$ cat src/rtl/lieat_exu_vpu_vseq_pkg.sv
// ============================================================================
// Module      : lieat_exu_vpu_vseq_pkg
// Description : Shared VPU types: sequencer state encoding, register geometry
//               and the vunit op-select bundle layout.
// Revision    : 1.0 - initial release
// ============================================================================
`default_nettype none

package lieat_exu_vpu_vseq_pkg;

  localparam int VPU_XLEN  = 32;
  localparam int VPU_VLEN  = 128;
  localparam int VPU_NELEM = VPU_VLEN / VPU_XLEN;

  typedef enum logic [1:0] {
    VSEQ_IDLE = 2'd0,
    VSEQ_RUN  = 2'd1,
    VSEQ_DONE = 2'd2
  } vseq_state_e;

  // Bit order matches the lieat_exu_vpu_vunit32 op-select inputs.
  typedef struct packed {
    logic vadd;
    logic vsub;
    logic vrsub;
  } vpu_op_t;

endpackage

`default_nettype wire

$ cat src/rtl/lieat_exu_vpu_velem_sel.sv
// ============================================================================
// Module      : lieat_exu_vpu_velem_sel
// Description : Combinational mux picking element idx_i out of a packed vector.
// Revision    : 1.0 - initial release
// ============================================================================
`default_nettype none

module lieat_exu_vpu_velem_sel #(
  parameter int XLEN  = 32,
  parameter int VLEN  = 128,
  parameter int IW    = 2
) (
  input  logic [VLEN-1:0] vec_i,
  input  logic [IW-1:0]   idx_i,
  output logic [XLEN-1:0] elem_o
);

  localparam int NELEM = VLEN / XLEN;

  always_comb begin
    elem_o = '0;
    for (int e = 0; e < NELEM; e++) begin
      if (idx_i == IW'(e)) begin
        elem_o = vec_i[e*XLEN +: XLEN];
      end
    end
  end

endmodule

`default_nettype wire

$ cat src/rtl/lieat_exu_vpu_vseq.sv
// ============================================================================
// Module      : lieat_exu_vpu_vseq
// Description : Element sequencer feeding the 32-bit vector ALU one element per
//               cycle and reassembling a whole-register add/sub/rsub result.
// Revision    : 1.0 - initial release
// ============================================================================
`default_nettype none

module lieat_exu_vpu_vseq
  import lieat_exu_vpu_vseq_pkg::*;
#(
  parameter  int XLEN  = VPU_XLEN,
  parameter  int VLEN  = VPU_VLEN,
  localparam int NELEM = VLEN / XLEN,
  localparam int VLW   = $clog2(NELEM) + 1
) (
  input  logic            clock,
  input  logic            reset,
  input  logic            seq_i_valid,
  output logic            seq_i_ready,
  input  logic [VLEN-1:0] seq_i_vs1,
  input  logic [VLEN-1:0] seq_i_vs2,
  input  logic [XLEN-1:0] seq_i_rs1,
  input  logic            seq_i_vx,
  input  logic [VLW-1:0]  seq_i_vl,
  input  logic            seq_i_vadd,
  input  logic            seq_i_vsub,
  input  logic            seq_i_vrsub,
  output logic            vunit_valid,
  output logic [XLEN-1:0] vunit_op1,
  output logic [XLEN-1:0] vunit_op2,
  output logic            vunit_vadd,
  output logic            vunit_vsub,
  output logic            vunit_vrsub,
  input  logic            vunit_o_valid,
  input  logic [XLEN-1:0] vunit_o_data,
  output logic            seq_o_valid,
  input  logic            seq_o_ready,
  output logic [VLEN-1:0] seq_o_data
);

  localparam int IW = (NELEM > 1) ? $clog2(NELEM) : 1;

  vseq_state_e     state_q, state_d;
  logic [IW-1:0]   idx_q, idx_d;
  logic [VLW-1:0]  vl_q, vl_d;
  vpu_op_t         op_q, op_d;
  logic            vx_q, vx_d;
  logic [XLEN-1:0] rs1_q, rs1_d;
  logic [VLEN-1:0] vs1_q, vs1_d;
  logic [VLEN-1:0] vs2_q, vs2_d;
  logic [VLEN-1:0] result_q, result_d;

  logic            accept;
  logic            last_elem;
  logic [VLW-1:0]  vl_clamp;
  logic [XLEN-1:0] vs1_elem;
  logic [XLEN-1:0] vs2_elem;

  assign accept    = (state_q == VSEQ_IDLE) && seq_i_valid;
  assign vl_clamp  = (seq_i_vl > VLW'(NELEM)) ? VLW'(NELEM) : seq_i_vl;
  assign last_elem = (VLW'(idx_q) == (vl_q - VLW'(1)));

  lieat_exu_vpu_velem_sel #(.XLEN(XLEN), .VLEN(VLEN), .IW(IW)) u_sel_vs1 (
    .vec_i  (vs1_q),
    .idx_i  (idx_q),
    .elem_o (vs1_elem)
  );

  lieat_exu_vpu_velem_sel #(.XLEN(XLEN), .VLEN(VLEN), .IW(IW)) u_sel_vs2 (
    .vec_i  (vs2_q),
    .idx_i  (idx_q),
    .elem_o (vs2_elem)
  );

  always_ff @(posedge clock or negedge reset) begin
    if (!reset) begin
      state_q <= VSEQ_IDLE;
    end else begin
      state_q <= state_d;
    end
  end

  always_comb begin
    state_d = state_q;
    case (state_q)
      VSEQ_IDLE: if (seq_i_valid) state_d = (vl_clamp != '0) ? VSEQ_RUN : VSEQ_DONE;
      VSEQ_RUN:  if (vunit_o_valid && last_elem) state_d = VSEQ_DONE;
      VSEQ_DONE: if (seq_o_ready) state_d = VSEQ_IDLE;
      default:   state_d = VSEQ_IDLE;
    endcase
  end

  always_comb begin
    seq_i_ready = 1'b0;
    vunit_valid = 1'b0;
    vunit_op1   = '0;
    vunit_op2   = '0;
    vunit_vadd  = 1'b0;
    vunit_vsub  = 1'b0;
    vunit_vrsub = 1'b0;
    seq_o_valid = 1'b0;
    seq_o_data  = '0;
    case (state_q)
      VSEQ_IDLE: seq_i_ready = 1'b1;
      VSEQ_RUN: begin
        vunit_valid = 1'b1;
        vunit_op1   = vs2_elem;
        vunit_op2   = vx_q ? rs1_q : vs1_elem;
        vunit_vadd  = op_q.vadd;
        vunit_vsub  = op_q.vsub;
        vunit_vrsub = op_q.vrsub;
      end
      VSEQ_DONE: begin
        seq_o_valid = 1'b1;
        seq_o_data  = result_q;
      end
      default: ;
    endcase
  end

  // Result buffer is zeroed at acceptance so tail elements read back as 0.
  always_comb begin
    idx_d    = idx_q;
    vl_d     = vl_q;
    op_d     = op_q;
    vx_d     = vx_q;
    rs1_d    = rs1_q;
    vs1_d    = vs1_q;
    vs2_d    = vs2_q;
    result_d = result_q;
    if (accept) begin
      idx_d    = '0;
      vl_d     = vl_clamp;
      op_d     = '{vadd: seq_i_vadd, vsub: seq_i_vsub, vrsub: seq_i_vrsub};
      vx_d     = seq_i_vx;
      rs1_d    = seq_i_rs1;
      vs1_d    = seq_i_vs1;
      vs2_d    = seq_i_vs2;
      result_d = '0;
    end else if ((state_q == VSEQ_RUN) && vunit_o_valid) begin
      idx_d = idx_q + IW'(1);
      for (int e = 0; e < NELEM; e++) begin
        if (idx_q == IW'(e)) begin
          result_d[e*XLEN +: XLEN] = vunit_o_data;
        end
      end
    end
  end

  always_ff @(posedge clock or negedge reset) begin
    if (!reset) begin
      idx_q    <= '0;
      vl_q     <= '0;
      op_q     <= '0;
      vx_q     <= 1'b0;
      rs1_q    <= '0;
      vs1_q    <= '0;
      vs2_q    <= '0;
      result_q <= '0;
    end else begin
      idx_q    <= idx_d;
      vl_q     <= vl_d;
      op_q     <= op_d;
      vx_q     <= vx_d;
      rs1_q    <= rs1_d;
      vs1_q    <= vs1_d;
      vs2_q    <= vs2_d;
      result_q <= result_d;
    end
  end

endmodule

`default_nettype wire

$ cat config.mk
export PLATFORM = sky130hd
export DESIGN_NAME = lieat_exu_vpu_vseq
export DESIGN_NICKNAME = d
export VERILOG_FILES = /design/src/rtl/lieat_exu_vpu_vseq_pkg.sv /design/src/rtl/lieat_exu_vpu_velem_sel.sv /design/src/rtl/lieat_exu_vpu_vseq.sv
export SDC_FILE = /design/constraint.sdc
export NUM_CORES = 1
export LEC_CHECK = 0
export BUFFER_PORTS_ARGS = -buffer_cell sky130_fd_sc_hd__buf_2
export CORE_UTILIZATION = 36
export CTS_BUF_LIST = sky130_fd_sc_hd__clkbuf_8 sky130_fd_sc_hd__clkbuf_16
export DETAILED_ROUTE_END_ITERATION = 8
export PLACE_DENSITY_LB_ADDON = 0.25
export SYNTH_ARGS = -nofsm -noshare
export SYNTH_HDL_FRONTEND = slang
export SYNTH_SLANG_ARGS = --single-unit
$ cat constraint.sdc
create_clock -name clock -period 1.9 [get_ports clock]
set_input_delay 0.475 -clock clock [delete_from_list [all_inputs] [get_ports clock]]
set_output_delay 0.475 -clock clock [all_outputs]
set_load 0.05 [all_outputs]
==> reports/metrics.cfg <==
[run_status]
status=finished with violations
failed_checks=negative setup slack

[place]
gp_congestion=0.8654
portBuffers=529
hpwl_um=45460

[detailed_routing]
drt-initial-drc-count=1148
routedWlPerCell_um=20.71
vias=17458
routed_via_density=5.213
drt_pass1_iterations=5
drc=0
detail-route-antenna-nets=0
drt_wl_total_um=69340

[timing]
finalHoldViolCount=0
finalSetupTns_ps=-185180
tightest_slew_ps=641.6
finalClockSkew_ps=14.58
relSlewSlack_pct=57.23
max_freq_ghz=0.3322
fin_hold_ws_ps=102.9
fin_ws_ps=-1110
rsz0062_at_grt=yes
finalSetupViolCount=525
final_max_slew_viol_count=0
min_period_ps=3010
finalCritPeriodShare_pct=158.4

[synthesis]
yosys_warnings=0
yosysUniqueCellTypes=33
ys_seq_elements=427
ys_seq_area_share_pct=53.40
syn_inst=1955
synth_area_um2=20010
synthesis.nets=2292
syn_area_per_cell_um2=10.24

[setup_path]
critPathMaxFanout=18
slowest_stage=dfrtp_2
crit_family=compound AO/OA/AOI/OAI gates
path_buf_inv=3
cpPeakStageDelay_ps=460
crit_top_cell=buf_6
endpoint_kind=primary output
critPathKind=reg -> out
cp.arrival_ps=2540
cp_num_cells=7
cp.required_ps=1420
r2r_cells=8
start_kind=flop
crit_chain=inv_4 -> ha_4 -> buf_6 -> a21oi_1 -> a221o_1 -> a221oi_4 -> buf_6

[die]
dieArea_um2=56530
chipHeight_um=237.8
die_x_um=237.8
ioPinCount=530
rows=86
initial_core_util_pct=36.39
core_um2=54990

[layout]
final_core_util_pct=54.76
drive_gt1_share_pct=42.92
nets=2890
syn_to_final_growth_pct=50.48

[grt]
grt_usage_pct=22.64
grt_pass1_wl_um=99980
antenna_found_initial=27
grt_pass1_vias=17284
grt_max_degree=79
grt_overflow=0

[power_and_ir_drop]
p_total_w=0.05318
p_leak_nw=13.49
power.density_nw_per_um2=1766
peakVddDrop_mv=1.278

[flow_run]
cap_violations=0

[clock_tree]
clockBufferDepth=3
path_clk_slew_ps=60
cts-root-buf=clkbuf_16
cts.sinks=427
worstSkewPairLatency_ps=570
cts-htree-levels=2
cts_inserted_buffers=48
tritoncts=done

[worst_hold_path]
hold_depth=3
hold_path.class=in -> reg

[power breakdown]
group	total [W]	switching, W	internal (W)
Combinational	0.0284	0.0157	0.0127
Clock	0.00928	0.00382	0.00546
Sequential	0.0155	0.00222	0.0133
Total	0.0532	0.0218	0.0314
[worst register-to-register path, cell delays in order (launching register included)]
cell and delay (ps):
dfrtp_1 410, buf_6 130, buf_6 100, buf_8 120
nor3b_4 350, buf_12 190, buf_12 150, buf_4 230
mux2_2 360
[final timing paths]
check / start / end / slack [ps]
max: idx_q[0] / vunit_op2[23] / -1110
min: seq_i_rs1[10] / rs1_q[10] / 100
max reg2reg: state_q[0] / vs1_q[125] / -260
min reg2reg: vs2_q[60] / vs2_q[60] / 490
max in group asynchronous: reset / result_q[58] / 730
min in group asynchronous: reset / vs1_q[17] / 420
[cells in the mapped netlist]
| cell | count | area share, % |
|---|---|---|
| ha_1 | 5 | 0.31 |
| buf_1 | 12 | 0.23 |
| nand2b_1 | 1 | 0.031 |
| a221oi_2 | 26 | 2.0 |
| buf_4 | 16 | 0.60 |
| nand3_1 | 1 | 0.025 |
| nand3b_1 | 67 | 2.5 |
| a21bo_1 | 1 | 0.050 |
| nand2_1 | 386 | 7.2 |
| a221o_1 | 64 | 3.2 |
| buf_6 | 10 | 0.56 |
| mux2_2 | 97 | 5.5 |
| buf_2 | 67 | 1.7 |
| and4b_1 | 4 | 0.20 |
| xor2_1 | 2 | 0.088 |
| a21oi_1 | 257 | 6.4 |
| a221oi_1 | 6 | 0.26 |
| nor2_1 | 2 | 0.038 |
| o22ai_1 | 1 | 0.031 |
| a22oi_1 | 1 | 0.038 |
| xnor2_1 | 2 | 0.088 |
| nor3_1 | 1 | 0.025 |
| and4_1 | 1 | 0.044 |
| nand4b_1 | 4 | 0.18 |
| and2_1 | 131 | 4.1 |
| mux2_1 | 100 | 5.6 |
| nor3b_2 | 1 | 0.063 |
| and2b_1 | 1 | 0.038 |
| clkbuf_1 | 59 | 1.1 |
| o21ai_0 | 98 | 2.5 |
| inv_1 | 102 | 1.9 |
| dfrtp_1 | 427 | 53 |
| clkbuf_2 | 2 | 0.050 |
[repair_timing]
action	4_1_cts	5_1_grt
setup buffers	20	30
hold endpoints to repair	31	0
pin swaps	30	85
endpoints found under the setup margin	200	430
gates resized for setup	249	585
gates cloned	7	21
hold buffers	1	0
[final cells by class]
class | instances | area (um2)
tap | 748 | 935.9
clock buffer | 62 | 1405
antenna | 10 | 25.02
timing repair buffer | 714 | 7164
sequential | 427 | 10690
multi-input combinational | 1260 | 9319
fill | 4631 | 24870
clock inverter | 26 | 182.7
inverter | 102 | 389.1
[routing by layer]
metal | global-route usage [%] | routed length (um)
met5 | 0 | 192
met4 | 8.055 | 2531
met3 | 5.481 | 4952
met2 | 37.58 | 33900
met1 | 28.66 | 27770
[cell families (layout without fill, tap and decap cells)]
group                    count (synthesis)  after routing  share of synthesized area [%]
AO/OA/AOI/OAI                          454            454                          14.41
flip-flops                             427            427                          53.40
AND/OR/NAND/NOR                        600            600                          14.49
multiplexers                           197            197                          11.09
other                                    0             10                              0
adder cells (fa/ha/maj)                  5              5                         0.3126
XOR/XNOR                                 4              4                         0.1751
buffers and inverters                  268            904                          6.134
[cells in the final DEF, fill, tap and decap left out, types with 2 or more instances in the layout]
cell type   count
nand2_1       386
clkbuf_8       13
o21ai_2         2
o21ai_0        96
bufinv_16       2
xnor2_1         2
clkinv_2        8
buf_2         330
and2_4        131
and4b_1         3
a221o_1        64
ha_4            4
diode_2        10
inv_6           2
mux2_4          2
buf_16          7
buf_12         67
xor2_1          2
a21oi_1       214
inv_1         110
buf_4          75
dfrtp_2         2
mux2_2         97
nand4b_1        4
nand3b_1       67
dfrtp_1       424
clkinvlp_4      3
a21oi_2        11
a221oi_4       32
clkbuf_16      66
buf_8         143
buf_6          74
mux2_1         98
a21oi_4        32
[per-stage QoR]
step	setup WS (ps)	std cells	instance area, um2
after floorplan	-521.2	1955	21040
after global placement	-587.1	3183	25330
after detailed placement	-625.3	3183	25330
after CTS	-1130	3299	28050
after global routing	-1233	3345	30100
final	-1110	3349	30110
[flip-flops by register name (all words and copies together) (netlist names), 2 cells and up]
name      count
vl_q          3
result_q    128
vs1_q       128
rs1_q        32
idx_q         2
state_q       2
vs2_q       128
op_q          3
(Power assumes the default switching activity.)
